==> src/rtl/kugelblitz_axil_cfg_master.sv <==
`default_nettype none
// ============================================================================
//  Module   : kugelblitz_axil_cfg_master
//  Purpose  : AXI-lite master issuing single configuration reads/writes to
//             the kugelblitz per-port register file. One command at a time is
//             taken on a valid/ready command channel, run on the bus, and the
//             result returned on a valid/ready response channel. A bounded
//             bus-phase timeout guarantees forward progress.
//  Ports    : clk, rst_n           - clock, asynchronous active-low reset
//             cmd_*                - command channel (addr/data/strb/write)
//             rsp_*                - response channel (data/resp/write/timeout)
//             m_axil_*             - AXI-lite master (AW, W, B, AR, R)
//  Revision : 1.0 - initial release
// ============================================================================
module kugelblitz_axil_cfg_master #(
   parameter int AXIL_DATA_WIDTH = 32,
   parameter int AXIL_ADDR_WIDTH = 32,
   parameter int AXIL_STRB_WIDTH = AXIL_DATA_WIDTH / 8,
   parameter int TIMEOUT_CYCLES  = 1024,  // 0 disables the timeout
   parameter int TIMEOUT_WIDTH   = 16     // TIMEOUT_CYCLES < 2**TIMEOUT_WIDTH
) (
   input  logic                       clk,
   input  logic                       rst_n,
   // command channel
   input  logic [AXIL_ADDR_WIDTH-1:0] cmd_addr,
   input  logic [AXIL_DATA_WIDTH-1:0] cmd_data,
   input  logic [AXIL_STRB_WIDTH-1:0] cmd_strb,
   input  logic                       cmd_write,
   input  logic                       cmd_valid,
   output logic                       cmd_ready,
   // response channel
   output logic [AXIL_DATA_WIDTH-1:0] rsp_data,
   output logic [1:0]                 rsp_resp,
   output logic                       rsp_write,
   output logic                       rsp_timeout,
   output logic                       rsp_valid,
   input  logic                       rsp_ready,
   // AXI-lite write address
   output logic [AXIL_ADDR_WIDTH-1:0] m_axil_awaddr,
   output logic [2:0]                 m_axil_awprot,
   output logic                       m_axil_awvalid,
   input  logic                       m_axil_awready,
   // AXI-lite write data
   output logic [AXIL_DATA_WIDTH-1:0] m_axil_wdata,
   output logic [AXIL_STRB_WIDTH-1:0] m_axil_wstrb,
   output logic                       m_axil_wvalid,
   input  logic                       m_axil_wready,
   // AXI-lite write response
   input  logic [1:0]                 m_axil_bresp,
   input  logic                       m_axil_bvalid,
   output logic                       m_axil_bready,
   // AXI-lite read address
   output logic [AXIL_ADDR_WIDTH-1:0] m_axil_araddr,
   output logic [2:0]                 m_axil_arprot,
   output logic                       m_axil_arvalid,
   input  logic                       m_axil_arready,
   // AXI-lite read data
   input  logic [AXIL_DATA_WIDTH-1:0] m_axil_rdata,
   input  logic [1:0]                 m_axil_rresp,
   input  logic                       m_axil_rvalid,
   output logic                       m_axil_rready
);

   typedef enum logic [2:0] {
      ST_IDLE  = 3'd0,
      ST_WR    = 3'd1,
      ST_WR_B  = 3'd2,
      ST_RD_AR = 3'd3,
      ST_RD_R  = 3'd4,
      ST_RSP   = 3'd5
   } state_t;

   localparam logic [TIMEOUT_WIDTH-1:0] TIMER_MAX   = '1;
   localparam logic [TIMEOUT_WIDTH-1:0] TIMER_LIMIT = TIMEOUT_WIDTH'(TIMEOUT_CYCLES);
   localparam logic                     TIMEOUT_EN  = (TIMEOUT_CYCLES != 0);
   localparam logic [1:0]               RESP_SLVERR = 2'b10;

   state_t                       state_q, state_d;
   logic                         cmd_ready_q, cmd_ready_d;
   logic [AXIL_ADDR_WIDTH-1:0]   addr_q, addr_d;
   logic [AXIL_DATA_WIDTH-1:0]   data_q, data_d;
   logic [AXIL_STRB_WIDTH-1:0]   strb_q, strb_d;
   logic                         write_q, write_d;
   logic                         awvalid_q, awvalid_d;
   logic                         wvalid_q, wvalid_d;
   logic                         bready_q, bready_d;
   logic                         arvalid_q, arvalid_d;
   logic                         rready_q, rready_d;
   logic [TIMEOUT_WIDTH-1:0]     timer_q, timer_d;
   logic                         rsp_valid_q, rsp_valid_d;
   logic [AXIL_DATA_WIDTH-1:0]   rsp_data_q, rsp_data_d;
   logic [1:0]                   rsp_resp_q, rsp_resp_d;
   logic                         rsp_timeout_q, rsp_timeout_d;

   logic [TIMEOUT_WIDTH-1:0]     timer_inc;
   logic                         expired;
   logic                         abort;

   // ------------------------------------------------------------------------
   // State register
   // ------------------------------------------------------------------------
   always_ff @(posedge clk or negedge rst_n) begin
      if (!rst_n) begin
         state_q       <= ST_IDLE;
         cmd_ready_q   <= 1'b0;
         addr_q        <= '0;
         data_q        <= '0;
         strb_q        <= '0;
         write_q       <= 1'b0;
         awvalid_q     <= 1'b0;
         wvalid_q      <= 1'b0;
         bready_q      <= 1'b0;
         arvalid_q     <= 1'b0;
         rready_q      <= 1'b0;
         timer_q       <= '0;
         rsp_valid_q   <= 1'b0;
         rsp_data_q    <= '0;
         rsp_resp_q    <= 2'b00;
         rsp_timeout_q <= 1'b0;
      end else begin
         state_q       <= state_d;
         cmd_ready_q   <= cmd_ready_d;
         addr_q        <= addr_d;
         data_q        <= data_d;
         strb_q        <= strb_d;
         write_q       <= write_d;
         awvalid_q     <= awvalid_d;
         wvalid_q      <= wvalid_d;
         bready_q      <= bready_d;
         arvalid_q     <= arvalid_d;
         rready_q      <= rready_d;
         timer_q       <= timer_d;
         rsp_valid_q   <= rsp_valid_d;
         rsp_data_q    <= rsp_data_d;
         rsp_resp_q    <= rsp_resp_d;
         rsp_timeout_q <= rsp_timeout_d;
      end
   end

   // ------------------------------------------------------------------------
   // Next-state / output logic
   // ------------------------------------------------------------------------
   always_comb begin
      state_d       = state_q;
      cmd_ready_d   = cmd_ready_q;
      addr_d        = addr_q;
      data_d        = data_q;
      strb_d        = strb_q;
      write_d       = write_q;
      awvalid_d     = awvalid_q;
      wvalid_d      = wvalid_q;
      bready_d      = bready_q;
      arvalid_d     = arvalid_q;
      rready_d      = rready_q;
      timer_d       = timer_q;
      rsp_valid_d   = rsp_valid_q;
      rsp_data_d    = rsp_data_q;
      rsp_resp_d    = rsp_resp_q;
      rsp_timeout_d = rsp_timeout_q;
      abort         = 1'b0;

      // timer_inc counts bus-phase cycles including the current one, so the
      // limit is reached in the TIMEOUT_CYCLES-th cycle spent on the bus.
      timer_inc = (timer_q == TIMER_MAX) ? timer_q : timer_q + 1'b1;
      expired   = TIMEOUT_EN && (timer_inc == TIMER_LIMIT);

      case (state_q)
         ST_IDLE: begin
            cmd_ready_d = 1'b1;
            if (cmd_valid && cmd_ready_q) begin
               cmd_ready_d = 1'b0;
               addr_d      = cmd_addr;
               data_d      = cmd_data;
               strb_d      = cmd_strb;
               write_d     = cmd_write;
               timer_d     = '0;
               if (cmd_write) begin
                  awvalid_d = 1'b1;
                  wvalid_d  = 1'b1;
                  state_d   = ST_WR;
               end else begin
                  arvalid_d = 1'b1;
                  state_d   = ST_RD_AR;
               end
            end
         end

         ST_WR: begin
            timer_d = timer_inc;
            if (expired) begin
               abort = 1'b1;
            end else begin
               // AW and W retire independently; either order or together.
               if (awvalid_q && m_axil_awready) awvalid_d = 1'b0;
               if (wvalid_q && m_axil_wready)   wvalid_d  = 1'b0;
               if (!awvalid_d && !wvalid_d) begin
                  bready_d = 1'b1;
                  state_d  = ST_WR_B;
               end
            end
         end

         ST_WR_B: begin
            timer_d = timer_inc;
            // a B beat in the expiry cycle still completes normally
            if (m_axil_bvalid) begin
               bready_d      = 1'b0;
               rsp_valid_d   = 1'b1;
               rsp_data_d    = '0;
               rsp_resp_d    = m_axil_bresp;
               rsp_timeout_d = 1'b0;
               state_d       = ST_RSP;
            end else if (expired) begin
               abort = 1'b1;
            end
         end

         ST_RD_AR: begin
            timer_d = timer_inc;
            if (expired) begin
               abort = 1'b1;
            end else if (m_axil_arready) begin
               arvalid_d = 1'b0;
               rready_d  = 1'b1;
               state_d   = ST_RD_R;
            end
         end

         ST_RD_R: begin
            timer_d = timer_inc;
            if (m_axil_rvalid) begin
               rready_d      = 1'b0;
               rsp_valid_d   = 1'b1;
               rsp_data_d    = m_axil_rdata;
               rsp_resp_d    = m_axil_rresp;
               rsp_timeout_d = 1'b0;
               state_d       = ST_RSP;
            end else if (expired) begin
               abort = 1'b1;
            end
         end

         ST_RSP: begin
            if (rsp_ready) begin
               rsp_valid_d = 1'b0;
               cmd_ready_d = 1'b1;
               state_d     = ST_IDLE;
            end
         end

         default: begin
            state_d = ST_IDLE;
         end
      endcase

      // Timeout: withdraw every bus request and report a slave error.
      if (abort) begin
         awvalid_d     = 1'b0;
         wvalid_d      = 1'b0;
         bready_d      = 1'b0;
         arvalid_d     = 1'b0;
         rready_d      = 1'b0;
         rsp_valid_d   = 1'b1;
         rsp_data_d    = '0;
         rsp_resp_d    = RESP_SLVERR;
         rsp_timeout_d = 1'b1;
         state_d       = ST_RSP;
      end
   end

   // ------------------------------------------------------------------------
   // Outputs (all registered)
   // ------------------------------------------------------------------------
   assign cmd_ready      = cmd_ready_q;
   assign rsp_data       = rsp_data_q;
   assign rsp_resp       = rsp_resp_q;
   assign rsp_write      = write_q;
   assign rsp_timeout    = rsp_timeout_q;
   assign rsp_valid      = rsp_valid_q;
   assign m_axil_awaddr  = addr_q;
   assign m_axil_awprot  = 3'b000;
   assign m_axil_awvalid = awvalid_q;
   assign m_axil_wdata   = data_q;
   assign m_axil_wstrb   = strb_q;
   assign m_axil_wvalid  = wvalid_q;
   assign m_axil_bready  = bready_q;
   assign m_axil_araddr  = addr_q;
   assign m_axil_arprot  = 3'b000;
   assign m_axil_arvalid = arvalid_q;
   assign m_axil_rready  = rready_q;

endmodule
`default_nettype wire

==> config.mk <==
export PLATFORM = sky130hd
export DESIGN_NAME = kugelblitz_axil_cfg_master
export DESIGN_NICKNAME = d
export VERILOG_FILES = /design/src/rtl/kugelblitz_axil_cfg_master.sv
export SDC_FILE = /design/constraint.sdc
export NUM_CORES = 1
export LEC_CHECK = 0
export CAP_MARGIN = 15
export CORE_ASPECT_RATIO = 1.75
export CORE_MARGIN = 10
export CORE_UTILIZATION = 48
export CTS_BUF_LIST = sky130_fd_sc_hd__clkbuf_8
export CTS_CLUSTER_DIAMETER = 60
export CTS_CLUSTER_SIZE = 8
export DETAILED_ROUTE_END_ITERATION = 8
export PLACE_DENSITY = 0.92
export SLEW_MARGIN = 20
export SYNTH_ARGS = -nofsm -noshare
export SYNTH_HDL_FRONTEND = slang
export SYNTH_SLANG_ARGS = --single-unit
==> constraint.sdc <==
create_clock -name clk -period 6.6 [get_ports clk]
set_input_delay 1.32 -clock clk [delete_from_list [all_inputs] [get_ports clk]]
set_output_delay 1.32 -clock clk [all_outputs]
set_load 0.01 [all_outputs]
==> impl_metrics.json, run 1 <==
{
  "design_area_sq_mm": 0.00922,
  "final_hold_viol_count": 0,
  "die_w_microns": 108,
  "post-route-period-util_pct": 59.6,
  "finalSetupTns_ps": 0,
  "ctsRootBufferMaster": "clkbuf_8",
  "cts.sinks": 130,
  "hold_buffers": 0,
  "tightest_slew_ps": 1110,
  "num_io_pins": 263,
  "synth_top_family_by_area": "multiplexers",
  "post-synth-top-count-cell": "dfrtp_1",
  "grt_pass1_wl_microns": 32900,
  "syn_area_sq_mm": 0.00645,
  "power_density_mw_per_mm2": 473,
  "antenna_found_initial": 0,
  "dp_hpwl_microns": 16000,
  "diodes": 0,
  "cts_buffer_depth": 2,
  "drv_slew": 0,
  "dp_slack_ps": 2790,
  "grt_max_degree": 75,
  "worstSetupPathType": "register to register",
  "cp.arrival_ps": 4270,
  "avgSynthCellArea_sq_um": 11.0,
  "cp_max_fo": 38,
  "yosys.area_share.simple_pct": 11.3,
  "ys_ff_latch": 130,
  "synth_top_area_share_pct": 50.4,
  "drive_above_1_share_pct": 15.5,
  "cts_tree": "yes",
  "grt_overflow": 0,
  "grt_pass1_vias": 5740,
  "synth.lib_cells_used.distinct": 63,
  "clock_latency_ps": 450,
  "yosys_warnings": 0,
  "routed_wl_microns": 21300,
  "path_clk_slew_ps": 80,
  "viasPerCell": 5.57,
  "fmax_mhz": 254,
  "synth_compound_area_share_pct": 11.0,
  "ctsResizeCount": 0,
  "firstDrtPassIters": 5,
  "async_flop_share_pct": 100,
  "skew_ps": 12.3,
  "ant_nets": 0,
  "ys_top_cells_by_area": "dfrtp_1 50%, mux2_2 13%, mux2i_1 5.3%, buf_4 4.8%, o21ai_0 4.0%",
  "vias": 5456,
  "ir_worst_vdd_uv": 298,
  "nets": 909,
  "setup_ws_ps": 2660,
  "status": "finished clean",
  "grt_setup_unrepaired": "no",
  "hp-class": "register to register",
  "post_dp_cell_area_sq_mm": 0.00880,
  "post_drt_wl_per_cell_microns": 21.8,
  "cts.htree.levels": 4,
  "synthMuxAreaShare_pct": 17.8,
  "post-cts-setup-buffers": 0,
  "num_rows": 56,
  "ys_seq_area_share_pct": 50.4,
  "synth_fa_ha_area_share_pct": 0.194,
  "cp.required_ps": 6930,
  "core_area_sq_mm": 0.0133,
  "die-area_sq_mm": 0.0187,
  "synth_edf_count": 0,
  "final_util_pct": 69.2,
  "die_h_microns": 173,
  "drv_cap": 0,
  "cts_buffers": 17,
  "synthXorXnorAreaFrac_pct": 0.679,
  "first_iter_violations": 358,
  "syn_inst": 589,
  "gp_congestion": 0.959,
  "cp-start-kind": "register",
  "setup_viol": 0,
  "syn_to_final_growth_pct": 42.9,
  "io_buffers": 256,
  "fillers": 924,
  "slew_headroom_pct": 26.0,
  "synth_ff_type": "dfrtp_1",
  "drc": 0,
  "globalRouteTotalUtil_pct": 22.5,
  "period_needed_ps": 3940,
  "synth_area_leader_cell": "dfrtp_1",
  "synth.top_cells.by_count": "130 x dfrtp_1, 72 x mux2_2, 51 x o21ai_0, 42 x nand3_1, 41 x buf_4",
  "initial_core_util_pct": 48.4,
  "p_leak_nw": 3.92,
  "critPathCaptureType": "register"
}
-- per-layer routing --
| metal | up-vias | track usage (%) | wire length, microns |
|---|---|---|---|
| li1 | 2478 | - | - |
| met1 | 2682 | 22.6 | 7150 |
| met2 | 244 | 41.1 | 11800 |
| met3 | 52 | 7.56 | 1780 |
| met4 | 0 | 7.89 | 590 |
| met5 | - | 0 | 0 |
-- registers in the layout, indices dropped and copies added (netlist names) --
register        flops
m_axil_wdata       32
m_axil_arvalid      1
rsp_write           1
m_axil_awvalid      1
m_axil_wstrb        4
rsp_resp            2
rsp_valid           1
rsp_data           32
m_axil_bready       1
m_axil_rready       1
m_axil_wvalid       1
state_q             3
m_axil_araddr      32
cmd_ready           1
timer_q            16
rsp_timeout         1
-- cell families after synthesis --
group           Yosys count
flops                   130
mux                     106
xor+xnor                  5
simple gates            138
other cells               1
fa+ha+maj                 1
compound gates          114
buf+inv                  94
-- cell type report --
class	count	area [sq um]	share of cell area, %
Clock buffer	17	234	2.54
Clock inverter	14	181	1.97
Inverter	13	48.8	0.529
Sequential cell	130	3250	35.3
Multi-Input combinational cell	370	2680	29.0
Tap cell	174	218	2.36
Timing Repair Buffer	262	2610	28.3
-- layout by cell type (no fill, tap or decap), types with 12 or more instances in the layout --
master / instances
inv_1: 12
mux2i_1: 34
dfrtp_1: 130
clkdlybuf4s50_1: 255
a21oi_1: 20
nand2_1: 24
nor2_1: 28
nand4_1: 12
nand3_1: 42
clkbuf_8: 17
mux2_2: 72
o21ai_0: 50
-- power by group --
group	internal (mW)	switching, mW	total, mW
registers	1.15	0.274	1.42
logic	1.22	1.00	2.22
clock network	0.379	0.343	0.722
total	2.75	1.62	4.36
-- worst max-delay path, cell delays in order (launching register included) --
cell,delay [ps]
dfrtp_1,470
ha_1,330
nand4_2,230
nor4_4,520
nor3_1,140
o311a_1,380
nand4_1,100
buf_4,330
a221o_2,970
mux2i_1,350
-- final timing paths --
kind	from	to	slack, ps	cells after the start
worst max-delay path	timer_q[0]$_DFFE_PN0P_	rsp_data[25]$_DFFE_PN0P_	2660	9
worst min-delay path	m_axil_wdata[5]$_DFFE_PN0P_	m_axil_wdata[5]$_DFFE_PN0P_	510	1
worst max register to register	timer_q[0]$_DFFE_PN0P_	rsp_data[25]$_DFFE_PN0P_	2660	9
worst min register to register	m_axil_wdata[5]$_DFFE_PN0P_	m_axil_wdata[5]$_DFFE_PN0P_	510	1
max in group asynchronous	rst_n	m_axil_wdata[7]$_DFFE_PN0P_	4360	2
min in group asynchronous	rst_n	rsp_data[13]$_DFFE_PN0P_	1000	1
-- metrics by stage --
step,std cells,hold WS (ps),total power [mW]
final,980,509,4.36
after global routing,980,529,4.61
after floorplan,594,514,2.54
after detailed placement,949,488,3.65
after global placement,949,485,3.58
after CTS,980,513,4.39
Power figures use the tool's default switching activity.
==> run 2, diff against run 1 <==
--- a/config.mk
+++ b/config.mk
@@ -8,12 +8,12 @@
 export CAP_MARGIN = 15
 export CORE_ASPECT_RATIO = 1.75
 export CORE_MARGIN = 10
-export CORE_UTILIZATION = 48
+export CORE_UTILIZATION = 40
 export CTS_BUF_LIST = sky130_fd_sc_hd__clkbuf_8
 export CTS_CLUSTER_DIAMETER = 60
 export CTS_CLUSTER_SIZE = 8
 export DETAILED_ROUTE_END_ITERATION = 8
-export PLACE_DENSITY = 0.92
+export PLACE_DENSITY = 0.82
 export SLEW_MARGIN = 20
 export SYNTH_ARGS = -nofsm -noshare
 export SYNTH_HDL_FRONTEND = slang
==> constraint.sdc (replaced) <==
create_clock -name clk -period 3.2 [get_ports clk]
set_input_delay 0.64 -clock clk [delete_from_list [all_inputs] [get_ports clk]]
set_output_delay 0.64 -clock clk [all_outputs]
set_load 0.01 [all_outputs]
==> run 2 against run 1 <==
Net effect: critical path type unchanged; highest routed layer unchanged; sequential cell count unchanged; global-route usage decreased by 3.3 points; non-clock buffer count increased by 9; critical endpoint is now state_q[0]$_DFFE_PN0P_; largest cell class unchanged.
==> impl_metrics.json, run 2 (synthesis gave the netlist of run 1 again) <==
{
  "status": "finished clean",
  "cp-start-kind": "register",
  "worst-r2r-setup-slack_ps": 240,
  "grt_max_degree": 61,
  "cts_buffer_depth": 2,
  "grt_pass1_wl_microns": 32600,
  "slew_headroom_pct": 59.4,
  "initial_core_util_pct": 40.6,
  "fillers": 1315,
  "layout_commonest_cell": "clkdlybuf4s50_1",
  "drive_above_1_share_pct": 16.5,
  "num_io_pins": 263,
  "multi_input_area_sq_mm": 0.00268,
  "finalSetupTns_ps": 0,
  "period_needed_ps": 2960,
  "path_clk_slew_ps": 90,
  "io_buffers": 256,
  "setup_viol": 0,
  "viasPerCell": 5.37,
  "die_w_microns": 116,
  "critPathCaptureType": "register",
  "ctsRootBufferMaster": "clkbuf_8",
  "die-area_sq_mm": 0.0218,
  "globalRouteTotalUtil_pct": 19.1,
  "setup_ws_ps": 238,
  "cts.sinks": 130,
  "dp_slack_ps": 203,
  "core_area_sq_mm": 0.0159,
  "ant_nets": 0,
  "seqCellArea_sq_mm": 0.00325,
  "routed_wl_microns": 21000,
  "gp_congestion": 0.985,
  "drv_slew": 0,
  "final_hold_viol_count": 0,
  "cp_max_fo": 37,
  "cp.arrival_ps": 3280,
  "num_rows": 61,
  "post-route-period-util_pct": 92.6,
  "clock_latency_ps": 440,
  "worstSetupPathType": "register to register",
  "firstDrtPassIters": 5,
  "grt_overflow": 0,
  "drc": 0,
  "skew_ps": 17.4,
  "grt_pass1_vias": 5783,
  "cts_buffers": 17,
  "cts_tree": "yes",
  "syn_to_final_growth_pct": 44.4,
  "ir_worst_vdd_uv": 556,
  "die_h_microns": 188,
  "nets": 918,
  "ctsResizeCount": 0,
  "layout_common_cells": "255 x clkdlybuf4s50_1, 130 x dfrtp_1, 72 x mux2_2",
  "first_iter_violations": 283,
  "tightest_slew_ps": 609,
  "cp.required_ps": 3510,
  "antenna_found_initial": 0,
  "fmax_mhz": 338,
  "post_drt_wl_per_cell_microns": 20.9,
  "power_density_mw_per_mm2": 957,
  "vias": 5395,
  "cts.htree.levels": 4,
  "drv_cap": 0,
  "dp_hpwl_microns": 16400,
  "hp-class": "input pin to async pin",
  "diodes": 0,
  "grt_setup_unrepaired": "no",
  "p_leak_nw": 3.96
}
[run 2: critical path, cell delays in order, from the launching register on]
cell,delay [ps]
dfrtp_1,530
nand4_1,290
nor4_4,540
nor3_1,140
o311a_1,400
nand4_1,130
buf_4,340
a21boi_1,180
o221a_2,300
[run 2: power breakdown]
part           internal, mW  switching (mW)  total [mW]
sequential             2.37           0.538        2.91
clock                 0.638           0.741        1.38
combinational          2.56            2.07        4.63
total                  5.57            3.35        8.92
[run 2: layer usage]
layer  vias to the layer above  global-route usage [%]  wire length [microns]  part of all wire (%)
li1                       2500                       -                      -                     -
met1                      2637                    19.2                   7310                    35
met2                       218                    35.7                  11800                    56
met3                        40                    4.35                   1240                   5.9
met4                         0                    8.75                    668                   3.2
met5                         -                       0                      0                     0
[run 2: layout make-up]
type | instances | share of cell area (%)
flip-flops and latches | 130 | 34.9
clock buffers | 17 | 2.51
inverters | 13 | 0.524
multi-input cells | 370 | 28.8
well taps | 189 | 2.54
repair buffers | 271 | 29.1
clock inverters | 15 | 1.58
[run 2: what timing repair did]
item / 4_1_cts / 5_1_grt
setup buffers: 0 / 0
hold buffers: 0 / 0
setup endpoints to repair: 0 / 5
[run 2: worst paths after layout]
check	to	depth (start not counted)	from
setup reg to reg	state_q[0]$_DFFE_PN0P_	8	timer_q[8]$_DFFE_PN0P_
max in group asynchronous	m_axil_wdata[11]$_DFFE_PN0P_	2	rst_n
setup / recovery	state_q[0]$_DFFE_PN0P_	8	timer_q[8]$_DFFE_PN0P_
min in group clk	m_axil_wdata[18]$_DFFE_PN0P_	1	m_axil_wdata[18]$_DFFE_PN0P_
hold / removal	rsp_data[12]$_DFFE_PN0P_	1	rst_n
hold reg to reg	m_axil_wdata[18]$_DFFE_PN0P_	1	m_axil_wdata[18]$_DFFE_PN0P_
[run 2: per-stage QoR]
stage | std cells | utilization, % | hold slack [ps] | cell area (sq um) | power, mW
floorplan | 594 | - | 344 | 6470 | 5.25
global placement | 973 | 56.3 | 487 | 8930 | 7.52
detailed placement | 973 | 56.3 | 494 | 8930 | 7.62
CTS | 1005 | 58.7 | 162 | 9320 | 9.02
global route | 1005 | 58.7 | 186 | 9320 | 9.47
finish | 1005 | 58.7 | 176 | 9320 | 8.92
